**src/rtl/clock_sim_pkg.sv**
```systemverilog
// Shared types and constants for the clock simulator mode controller.
package clock_sim_pkg;

    localparam int unsigned CNT_W = 28;

    typedef logic [CNT_W-1:0] count_t;

    typedef enum logic [1:0] {
        MODE_STOP     = 2'b00,
        MODE_RUN      = 2'b01,
        MODE_SET_MIN  = 2'b10,
        MODE_SET_HOUR = 2'b11
    } mode_e;

    function automatic int unsigned sec_tc(input int unsigned clk_hz, input int unsigned tick_hz);
        return clk_hz / tick_hz - 1;
    endfunction

endpackage

```
**src/rtl/clock_tick_ctrl_btn_sync_edge.sv**
```systemverilog
// Button conditioner: 2-FF synchroniser, rising-edge pulse, registered level.
// AUTOREPEAT_EN adds hold-to-repeat pulses on instances built with REPEAT=1.
module btn_sync_edge
    import clock_sim_pkg::*;
#(
    parameter bit          REPEAT     = 1'b0,
    parameter int unsigned REPEAT_DLY = 50_000_000,
    parameter int unsigned REPEAT_PER = 10_000_000
) (
    input  logic clock,
    input  logic reset,
    input  logic btn,
    input  logic rep_clr,
    output logic pulse
);

    // Synchroniser and edge history carry no state worth resetting.
    logic meta_q, sync_q, level_q, rise;

    always_ff @(posedge clock) begin
        meta_q  <= btn;
        sync_q  <= meta_q;
        level_q <= sync_q;
    end

    assign rise = sync_q & ~level_q;

`ifdef AUTOREPEAT_EN
    if (REPEAT) begin : g_rep
        logic   armed_q, rep_q, fire;
        count_t cnt_q;

        always_comb begin
            fire = armed_q & sync_q &
                   (cnt_q == (rep_q ? count_t'(REPEAT_PER - 1) : count_t'(REPEAT_DLY - 1)));
        end

        always_ff @(posedge clock) begin
            if (reset || rep_clr) begin
                armed_q <= 1'b0;
                rep_q   <= 1'b0;
                cnt_q   <= '0;
            end else if (rise) begin
                armed_q <= 1'b1;
                rep_q   <= 1'b0;
                cnt_q   <= '0;
            end else if (!sync_q) begin
                armed_q <= 1'b0;
                rep_q   <= 1'b0;
                cnt_q   <= '0;
            end else if (fire) begin
                rep_q   <= 1'b1;
                cnt_q   <= '0;
            end else if (armed_q) begin
                cnt_q   <= cnt_q + count_t'(1);
            end
        end

        assign pulse = rise | fire;
    end else begin : g_norep
        logic unused_in;
        localparam int unsigned unused_cfg = REPEAT_DLY + REPEAT_PER;
        assign unused_in = reset ^ rep_clr;
        assign pulse     = rise;
    end
`else
    logic unused_in;
    localparam int unsigned unused_cfg = REPEAT_DLY + REPEAT_PER + int'(REPEAT);
    assign unused_in = reset ^ rep_clr;
    assign pulse     = rise;
`endif

endmodule

```
**src/rtl/clock_tick_ctrl.sv**
```systemverilog
// Mode FSM, seconds prescaler and LED divider configuration for the clock simulator.
// Optional AUTOREPEAT_EN enables hold-to-repeat on the advance button.
module clock_tick_ctrl
    import clock_sim_pkg::*;
#(
    parameter int unsigned CLK_HZ       = 100_000_000,
    parameter int unsigned TICK_HZ      = 1,
    parameter int unsigned RUN_BLINK_TC = 50_000_000,
    parameter int unsigned SET_BLINK_TC = 12_500_000,
    parameter int unsigned REPEAT_DLY   = 50_000_000,
    parameter int unsigned REPEAT_PER   = 10_000_000
) (
    input  logic             clock,
    input  logic             reset,
    input  logic             run_req,
    input  logic             set_btn,
    input  logic             adv_btn,
    output logic             tick_sec,
    output logic             inc_min,
    output logic             inc_hour,
    output logic [1:0]       mode,
    output logic [CNT_W-1:0] div_count,
    output logic             div_enable
);

    localparam int unsigned SEC_TC   = sec_tc(CLK_HZ, TICK_HZ);
    localparam count_t      SEC_TC_C = count_t'(SEC_TC);

    if (SEC_TC >= (1 << CNT_W)) begin : g_sec_tc_range
        $error("SEC_TC does not fit the prescaler width");
    end

    logic   run_meta_q, run_q;
    logic   set_pulse, adv_pulse, rep_clr;
    mode_e  state_q, state_d;
    count_t presc_q, presc_d;
    logic   tick_d, pend_min_q, pend_min_d, pend_hour_q, pend_hour_d;
    count_t div_count_d;
    logic   div_enable_d;

    always_ff @(posedge clock) begin
        run_meta_q <= run_req;
        run_q      <= run_meta_q;
    end

    btn_sync_edge #(
        .REPEAT     (1'b0),
        .REPEAT_DLY (REPEAT_DLY),
        .REPEAT_PER (REPEAT_PER)
    ) u_set (
        .clock   (clock),
        .reset   (reset),
        .btn     (set_btn),
        .rep_clr (1'b0),
        .pulse   (set_pulse)
    );

    btn_sync_edge #(
        .REPEAT     (1'b1),
        .REPEAT_DLY (REPEAT_DLY),
        .REPEAT_PER (REPEAT_PER)
    ) u_adv (
        .clock   (clock),
        .reset   (reset),
        .btn     (adv_btn),
        .rep_clr (rep_clr),
        .pulse   (adv_pulse)
    );

    always_comb begin
        state_d      = state_q;
        presc_d      = presc_q;
        tick_d       = 1'b0;
        div_count_d  = '0;
        div_enable_d = 1'b0;

        unique case (state_q)
            MODE_STOP:     if (set_pulse) state_d = MODE_SET_MIN;
                           else if (run_q) state_d = MODE_RUN;
            MODE_RUN:      if (set_pulse) state_d = MODE_SET_MIN;
                           else if (!run_q) state_d = MODE_STOP;
            MODE_SET_MIN:  if (set_pulse) state_d = MODE_SET_HOUR;
            MODE_SET_HOUR: if (set_pulse) state_d = run_q ? MODE_RUN : MODE_STOP;
        endcase

        if (state_q == MODE_RUN) begin
            if (presc_q == SEC_TC_C) begin
                presc_d = '0;
                tick_d  = (state_d == MODE_RUN);
            end else begin
                presc_d = presc_q + count_t'(1);
            end
        end
        // Resuming from STOP keeps the partial second; coming out of SET starts fresh.
        if ((state_d != state_q) &&
            ((state_d == MODE_SET_MIN) || (state_d == MODE_RUN && state_q == MODE_SET_HOUR))) begin
            presc_d = '0;
        end

        pend_min_d  = (state_q == MODE_SET_MIN)  & adv_pulse & ~set_pulse;
        pend_hour_d = (state_q == MODE_SET_HOUR) & adv_pulse & ~set_pulse;
        rep_clr     = set_pulse | (state_d != state_q);

        unique case (state_q)
            MODE_STOP: begin
                div_count_d  = '0;
                div_enable_d = 1'b0;
            end
            MODE_RUN: begin
                div_count_d  = count_t'(RUN_BLINK_TC);
                div_enable_d = 1'b1;
            end
            MODE_SET_MIN, MODE_SET_HOUR: begin
                div_count_d  = count_t'(SET_BLINK_TC);
                div_enable_d = 1'b1;
            end
        endcase
    end

    always_ff @(posedge clock) begin
        if (reset) begin
            state_q     <= MODE_STOP;
            presc_q     <= '0;
            tick_sec    <= 1'b0;
            pend_min_q  <= 1'b0;
            pend_hour_q <= 1'b0;
            inc_min     <= 1'b0;
            inc_hour    <= 1'b0;
            div_count   <= '0;
            div_enable  <= 1'b0;
        end else begin
            state_q     <= state_d;
            presc_q     <= presc_d;
            tick_sec    <= tick_d;
            pend_min_q  <= pend_min_d;
            pend_hour_q <= pend_hour_d;
            inc_min     <= pend_min_q;
            inc_hour    <= pend_hour_q;
            div_count   <= div_count_d;
            div_enable  <= div_enable_d;
        end
    end

    assign mode = state_q;

endmodule
```
**config.mk**
```make
export PLATFORM = sky130hd
export DESIGN_NAME = clock_tick_ctrl
export DESIGN_NICKNAME = d
export VERILOG_FILES = /design/src/rtl/clock_sim_pkg.sv /design/src/rtl/clock_tick_ctrl_btn_sync_edge.sv /design/src/rtl/clock_tick_ctrl.sv
export SDC_FILE = /design/constraint.sdc
export NUM_CORES = 1
export LEC_CHECK = 0
export CAP_MARGIN = 10
export CORE_MARGIN = 3
export CORE_UTILIZATION = 40
export DETAILED_ROUTE_END_ITERATION = 6
export GPL_TIMING_DRIVEN = 0
export HOLD_SLACK_MARGIN = 0.08
export PLACE_DENSITY = 0.66
export SYNTH_ARGS = -nofsm -noshare
export SYNTH_HDL_FRONTEND = slang
export SYNTH_SLANG_ARGS = --single-unit
```
**constraint.sdc**
```tcl
create_clock -name clock -period 1.85 [get_ports clock]
set_input_delay 0.185 -clock clock [delete_from_list [all_inputs] [get_ports clock]]
set_output_delay 0.185 -clock clock [all_outputs]
set_load 0.1 [all_outputs]
```
# Word-level counts from Yosys, hierarchy flattened
# Index checks and enable logic that the tools add are counted.
[word_totals]
register_bits = 72
output_inout_bits = 34
wordCells = 55
[op_classes]
add_sub_neg = 1
n_eq_ne = 7
muxes = 11
bitwise = 11
reduce_logical = 8
[op_table]
columns = ["operator", "n"]
rows = [
  ["case mux 28 bit (3 select lines)", 1],
  ["adder 28 x 1 -> 28 bit (second input constant)", 1],
  ["== test 28 x 27 -> 1 bit (second input constant)", 1],
  ["two-way mux 28 bit", 1],
  ["two-way mux 2 bit", 6],
  ["case mux 2 bit (4 select lines)", 1],
  ["bitwise AND 1 bit", 6],
  ["== test 2 bit (second input constant)", 3],
  ["OR reduction 3 bit", 2],
  ["NOT 1 bit", 5],
  ["== test 2 x 1 -> 1 bit (second input constant)", 2],
  ["OR reduction 2 bit", 2],
  ["logical AND 1 bit", 2],
  ["zero test 2 bit", 1],
  ["!= test 2 bit", 1],
  ["case mux 1 bit (2 select lines)", 1],
  ["logical OR 1 bit", 1],
  ["two-way mux 1 bit", 1],
]

# Longest topological paths before layout
# Gate-level depths: netlist of run 1.
[logic_depth]
depth_word = 9
ltp_mapped = 7
mapped_depth_nobuf = 5

# Modules after synthesis
# A second synthesis of run 1 with hierarchy kept.
[hier_totals]
hier_cells = 253
area_unflattened_um2 = 2336.0
[modules_own_cells]
columns = ["mod", "instances", "cells_per_inst", "area_per_inst_um2"]
rows = [
  ["clock_tick_ctrl", 1, 245, 2188.3],
  ["btn_sync_edge", 2, 4, 73.8],
]

# Worst setup path before layout of run 1
# OpenSTA, ideal clock, no wires.
[synth_timing]
path_kind = "flip-flop to flip-flop"
from = "register state_q[0], in the netlist mode[0]"
to = "register presc_q[27]"
setup_ns = 0.086
arrival_ns = 2.572
required_time_ns = 1.764
slack_ns = -0.808
path_stages_with_launch = 6
path_buffers = 1
period_less_slack_ns = 2.658
path_cell_list = "dfxtp_1 -> buf_4 -> nand4b_2 -> or4_4 -> or4_1 -> a211oi_1"
[synth_between]
elab_chain_cells = 8
word_cells_on_any_way = 18
cone_classes = "eq/ne (6); mux (7); reduce/logical (5)"
[synth_rtl]
columns = ["element", "line_no", "text"]
rows = [
  ["start: declaration", "clock_tick_ctrl.sv:35", "mode_e state_q, state_d;"],
  ["start signal: assignment", "clock_tick_ctrl.sv:132", "state_q <= state_d;"],
  ["two-way mux 2 bit (on tied branches)", "clock_tick_ctrl.sv:81, clock_tick_ctrl.sv:79", ""],
  ["two-way mux 2 bit (on tied branches)", "clock_tick_ctrl.sv:80, clock_tick_ctrl.sv:78", ""],
  ["case mux 2 bit (4 select lines)", "clock_tick_ctrl.sv:77", "unique case (state_q)"],
  ["== test 2 x 1 -> 1 bit", "clock_tick_ctrl.sv:96", "((state_d == MODE_SET_MIN) || (state_d == MODE_RUN && state_q == MODE_SET_HOUR))) begin"],
  ["logical AND 1 bit", "clock_tick_ctrl.sv:96", ""],
  ["logical OR 1 bit", "clock_tick_ctrl.sv:96", ""],
  ["logical AND 1 bit", "clock_tick_ctrl.sv:95", "if ((state_d != state_q) &&"],
  ["OR reduction 2 bit (no line)", "n/a", ""],
  ["end signal: assignment", "clock_tick_ctrl.sv:133", "presc_q <= presc_d;"],
  ["end: declaration", "clock_tick_ctrl.sv:36", "count_t presc_q, presc_d;"],
]
# Several ways; a longest one is shown, not always the timed one.
# A chain may end at the register's enable or synchronous reset.

# Worst setup path in the final report of run 1
[layout_timing]
from = "register presc_q[8]"
to = "register presc_q[27]"
[layout_between]
elab_chain_cells = 2
word_cells_on_any_way = 3
cone_classes = "add/sub (1); eq/ne (1); mux (1)"
[layout_rtl]
columns = ["element", "line_no", "text"]
rows = [
  ["adder 28 x 1 -> 28 bit or == test 28 x 27 -> 1 bit (tied branches)", "clock_tick_ctrl.sv:91, clock_tick_ctrl.sv:87", ""],
  ["two-way mux 28 bit (*)", "clock_tick_ctrl.sv:87", "if (presc_q == SEC_TC_C) begin"],
]
# Every way passes the cells marked *; elsewhere a longest branch is shown, timed or not.

==> run metrics, run 1 <==
Placed Instance Area=2600 µm²; CTS sink count=47; final hold vios=0; I/O pins=39; CTS tree=done; most frequent CP cell=or4_4; post-layout min period=1.90 ns; commonest cells in the synthesized netlist=47 x dfxtp_1, 28 x buf_4, 15 x a211oi_1, 15 x nor2_1, 14 x nand2_1; Starting Density=0.420; synthesized area=2180 µm²; setup ws final=-0.0546 ns; DRC violations left=0; CP bufs+invs=0; pwr dens=750 nW/µm²; GR met2 Demand/Resource=0.268; leakage power=0.00118 µW; Synth Area in Compound Gates=0.113; port buffer count=25; Area contributors post-synth=dfxtp_1 43%, buf_4 9.6%, a211oi_1 5.2%; relative slew slack=0.357; area leader, netlist=dfxtp_1; Post-Synth Adder-Cell Area=0.00573; M3 GR Usage=0.0339; post-synthesis simple-gate area fraction=0.266; VDD IR-drop max=between 0.4 and 0.5 mV; busiest grt layer=met2; Max Clock Skew=slightly above 0.01 ns; CTS max path bufs=2; Slowest cell on crit path=or4_4; die height=79.9 µm; post-synthesis xor/xnor area fraction=0.0441; max-capacitance violation count=0; gate count of the mapped netlist=238; Core ar.=about 5200 µm²; register clock-pin slew on the reported worst setup and hold paths=0.09 ns; All-Layer GR Usage=0.168; count of cell types in the netlist=40; grt met1 use=0.229; final setup vio count=5; Post-synth top flop=dfxtp_1; overall power consumption=~2300 µW; Crit Path Class=flip-flop to flip-flop; layout cells sized above 1=0.389; Yosys reg bits=between 40 and 50; Clock Latency Late Sink=roughly 0.3 ns; most numerous cell in the Yosys netlist=dfxtp_1; Post-DRT Antenna Nets=0; full die area=6380 µm²; fmax=around 530 MHz; drt initial violations=105; Setup TNS Final=-0.195 ns; WP data required=2.08 ns; vias after detailed routing=1863; num rows=26; setup slack, reg-to-reg=-0.05 ns; top cell family by delay on the critical path=simple AND/OR/NAND/NOR gates; initial antenna violation count=0; vias in the first global route=1742; register area share after synthesis=0.431; Post-Route WL=4.96 mm; Slew @ Worst Pin=between 0.9 and 1 ns; critical path startpoint category=flip-flop; critical path peak fanout=8; Filler Cell Count=470; Max Slew Vio Count=0; WL/cell=13.4 µm; largest family of logic cells by synthesized area=simple AND/OR/NAND/NOR gates; final hold slack=about 0.24 ns; cells along the critical path=nand4_1 -> or4_4 -> or4_4 -> a211oi_2; die width=79.9 µm; crit end category=flip-flop; H-tree depth=2; synth-to-layout area growth=38.8%; first-pass GRT wire length=around 8.5 mm; CP Data Arrival Time=between 2 and 2.5 ns; RSZ-0062 raised after global routing=true; mux contribution to synthesized area=0.00458; Remaining Overflow, GRT=0; Final Non-Filler Cells=~370; Synth Warn #=0; drt pass-1 iters=5; clock buffer count from CTS=5; dpl cells=344; fin crit share=1.03; HP Class=input pin to flip-flop; hpwl dp=roughly 3.2 mm; clock tree root driver cell=clkbuf_8; status=finished, violations left; largest net degree at the start of global routing=16; Via density=between 5 and 6; FFs w/ async S/R, synth=0; n_diodes=0; Yosys top cell area share=0.431; gpl congestion=~0.75; syn avg cell area=9.18 µm²; violations in the final reports=negative setup slack; EDFF count, synth=0; Final Cell Area=between 3000 and 4000 µm²; post-layout net count=306; Crit path largest cell delay=0.58 ns
[kinds of logic after synthesis]
group	Yosys count
AO/OA/AOI/OAI	37
XOR/XNOR	11
adder cells (fa/ha/maj)	1
buffers and inverters	41
flip-flops	47
multiplexers	1
other	1
AND/OR/NAND/NOR	99
[per-layer routing]
metal,vias to the layer above,share of wire
li1,950,-
met1,875,0.44
met2,31,0.50
met3,7,0.041
met4,0,0.014
met5,-,0
[where the power goes]
part | switching, µW | internal, µW
logic | 373 | 107
registers | 17.1 | 1020
clock network | 354 | 403
[what timing repair did]
item,CTS,global route
buffers inserted,11,8
endpoints found under the setup margin,45,34
hold buffers,0,0
pin swaps,4,7
resized for setup,64,43
cloned,1,0
[cell type report]
| class | count | area, µm² | share of cell area |
|---|---|---|---|
| timing repair buffer | 44 | 359 | 0.118 |
| inverter | 4 | 15.0 | 0.00495 |
| multi-input combinational | 161 | 1170 | 0.386 |
| tap | 70 | 87.6 | 0.0289 |
| buffer | 37 | 304 | 0.100 |
| clock buffer | 5 | 68.8 | 0.0227 |
| sequential | 47 | 983 | 0.324 |
| clock inverter | 3 | 43.8 | 0.0144 |
[flip-flops by register name, summed over array words and instances (netlist names)]
name and count:
u_adv.meta_q 1, tick_sec 1, u_set.sync_q 1, u_set.level_q 1
div_enable 1, mode 2, inc_min 1, div_count 3
run_q 1, u_adv.sync_q 1, u_set.meta_q 1, presc_q 28
pend_min_q 1, inc_hour 1, run_meta_q 1, u_adv.level_q 1
pend_hour_q 1
[metrics by stage]
stage	setup WS [ns]	utilization
finish	-0.0546	0.582
global route	-0.124	0.582
CTS	-0.0612	0.556
detailed placement	-0.204	0.500
global placement	-0.164	0.500
floorplan	-0.113	-
[final timing paths]
check              from            end  cells after the start
max          presc_q[8]    presc_q[27]                      4
min               reset  div_count[22]                      2
max reg2reg  presc_q[8]    presc_q[27]                      4
min reg2reg  run_meta_q          run_q                      0
[layout by cell type (no fill, tap or decap), drive strengths merged]
| cell type | synthesis | layout |
|---|---|---|
| nor2b | 5 | 5 |
| o311ai | 1 | 1 |
| nor4 | 4 | 4 |
| clkbuf | 5 | 15 |
| or4 | 9 | 9 |
| a21oi | 3 | 3 |
| nand4 | 6 | 6 |
| clkinv | 0 | 2 |
| and3 | 1 | 1 |
| a2111oi | 1 | 1 |
| or3 | 8 | 8 |
| dfxtp | 47 | 47 |
| nor4b | 1 | 1 |
| and4 | 4 | 4 |
| or2 | 1 | 1 |
| buf | 32 | 53 |
| o21ai | 10 | 10 |
| clkdlybuf4s15 | 0 | 7 |
| conb | 1 | 12 |
| xnor2 | 8 | 8 |
| nand4b | 3 | 3 |
| ha | 1 | 1 |
| bufinv | 0 | 1 |
| dlygate4sd2 | 0 | 8 |
| and2 | 2 | 2 |
| nand2 | 14 | 14 |
| nor2 | 15 | 15 |
| inv | 4 | 4 |
| clkdlybuf4s50 | 0 | 3 |
| o31ai | 7 | 7 |
| and4b | 1 | 1 |
| a211oi | 15 | 15 |
| mux2i | 1 | 1 |
| nand2b | 2 | 2 |
| xor2 | 3 | 3 |
| nor3 | 12 | 12 |
| nand3 | 11 | 11 |
[worst register-to-register path, delay by kind of cell, from the launching register on]
kind               cells  cell delay, ns
AOI/OAI and AO/OA      1            0.21
DFF                    1            0.37
and+or+nand+nor        3            1.25
No activity file was read; power rests on OpenSTA's default activity.
==> run 2, diff against run 1 <==
GPL_ROUTABILITY_DRIVEN = 0   (was not set)
==> results of run 2 <==
The final DEF is identical to that of run 1; final timing and power are the same.
==> run 3, diff against run 2 <==
CORE_MARGIN = not set   (was 3)
==> run metrics, run 3 (same netlist as run 1, synthesis figures left out) <==
hpwl dp=3.12 mm (-2.7%); setup slack, reg-to-reg=-0.11 ns (-0.06 ns); crit end category=flip-flop; HP Class=input pin to flip-flop; reg2reg start=presc_q[0]; Max Slew Vio Count=0 (unchanged); die height=75.9 µm (-5.0%); RSZ-0062 raised after global routing=true; synth-to-layout area growth=39.6%; WP data required=2.08 ns (about the same); max reg flops=28 (unchanged); post-layout min period=1.96 ns (+0.0570 ns); first-pass GRT wire length=7.55 mm (-11%); fin crit share=1.06 (+0.0308); drt pass-1 iters=4 (-1); violations in the final reports=negative setup slack; H-tree depth=2 (unchanged); CTS sink count=47 (unchanged); VDD IR-drop max=0.499 mV (+1.8%); Post-Route WL=4.65 mm (-6.3%); pwr dens=748 nW/µm² (-0.26%); clock buffer count from CTS=5 (unchanged); leakage power=0.00118 µW (about the same); layout cells sized above 1=0.383 (-0.00587); vias in the first global route=1699 (-2.5%); initial antenna violation count=0 (unchanged); Core ar.=5170 µm² (-0.62%); register clock-pin slew on the reported worst setup and hold paths=0.09 ns (about the same); n_diodes=0 (unchanged); Post-DRT Antenna Nets=0 (unchanged); CP Data Arrival Time=2.19 ns (+0.06 ns); final setup vio count=6 (+1); Starting Density=0.422 (+0.00264); critical path peak fanout=6 (-2); CTS tree=done; status=finished, violations left; r2r worst-path depth=6 (+2); drt initial violations=82 (-22%); hold path depth=2 (unchanged); Crit path largest cell delay=0.51 ns (-0.07 ns); DRC violations left=0 (unchanged); dpl cells=344 (unchanged); critical path startpoint category=flip-flop; Max Clock Skew=0.00452 ns (-0.00577 ns); setup ws final=-0.112 ns (-0.0570 ns); final hold vios=0 (unchanged); WHS Endpoint=mode[1]; Final Cell Area=3050 µm² (+0.58%); worst reg2reg endpoint=presc_q[18]; Final Non-Filler Cells=373 (+0.54%); clock tree root driver cell=clkbuf_8; cells along the critical path=ha_4 -> nand4b_1 -> or4_4 -> buf_6 -> or3_4 -> a211oi_2; most common cell after layout, fill and taps aside=buf_4; full die area=5760 µm² (-9.8%); I/O pins=39 (unchanged); vias after detailed routing=1852 (-0.59%); port buffer count=25 (unchanged); post-layout net count=308 (+0.65%); Via density=4.97 (-1.1%); cts hold-fix bufs=0 (unchanged); relative slew slack=0.355 (-0.00193); Hold Crit Start=reset; Crit Path Class=flip-flop to flip-flop; max-capacitance violation count=0 (unchanged); All-Layer GR Usage=0.162 (-0.00627); Slew @ Worst Pin=0.971 ns (+0.00291 ns); CTS max path bufs=2 (unchanged); Placed Instance Area=2600 µm² (unchanged); Setup TNS Final=-0.279 ns (-0.0838 ns); num rows=26 (unchanged); commonest cells after routing, fill and taps aside=47 x buf_4, 33 x dfxtp_1, 15 x nor2_1; die width=75.9 µm (-5.0%); WL/cell=12.5 µm (-6.8%); Clock Latency Late Sink=0.30 ns (about the same); largest net degree at the start of global routing=17 (+1); Biggest register=presc_q; Filler Cell Count=451 (-4.0%); Remaining Overflow, GRT=0 (unchanged); fmax=510 MHz (-2.9%); Slowest cell on crit path=or4_4
## run 3: layer usage
metal  track usage  up-vias  wire length [µm]
li1              -      955                 -
met1         0.200      857              2130
met2         0.275       34              2300
met3        0.0398        6               162
met4        0.0558        0                57
met5             0        -                 0
## run 3: worst max-delay path by stage
stage | from | end | slack [ns] | cells past startpoint
after floorplan | mode[0] | presc_q[17] | -0.11 | 6
after global placement | presc_q[2] | presc_q[21] | -0.14 | 5
after detailed placement | presc_q[2] | presc_q[21] | -0.15 | 5
after CTS | presc_q[0] | presc_q[18] | -0.08 | 6
after global routing | presc_q[1] | presc_q[18] | -0.18 | 6
final | presc_q[0] | presc_q[18] | -0.11 | 6
## run 3: power by group
part,switching (µW),internal (µW),leakage (µW)
Clock,350,409,0.0000587
Sequential,15.9,1030,0.000392
Combinational,372,109,0.000727
Total,738,1540,0.00118
## run 3: per-stage QoR
step,util,setup slack [ns],hold WS [ns],total power (µW)
floorplan,-,-0.113,0.213,1480
global placement,0.503,-0.138,0.311,1550
detailed placement,0.503,-0.149,0.315,1550
CTS,0.557,-0.0835,0.231,2310
global route,0.590,-0.176,0.265,2360
finish,0.590,-0.112,0.231,2280
## run 3: repair_timing
item	4_1_cts	5_1_grt
buffers inserted	14	7
resized for setup	60	32
pin swaps	7	6
setup endpoints to repair	45	29
## run 3: layout make-up
type / instances / area, µm² / area share
multi-input combinational: 161 / 1150 / 0.377
sequential: 47 / 976 / 0.320
timing repair buffer: 46 / 404 / 0.133
buffer: 37 / 300 / 0.0985
tap: 70 / 87.6 / 0.0287
clock buffer: 5 / 68.8 / 0.0226
clock inverter: 3 / 47.5 / 0.0156
inverter: 4 / 15.0 / 0.00492
## run 3: critical path, delay by kind of cell (launching register included)
family	cells	cell delay [ns]
AO/OA/AOI/OAI	1	0.20
adder cells (fa/ha/maj)	1	0.13
buffers and inverters	1	0.17
flip-flops	1	0.39
AND/OR/NAND/NOR	3	1.00
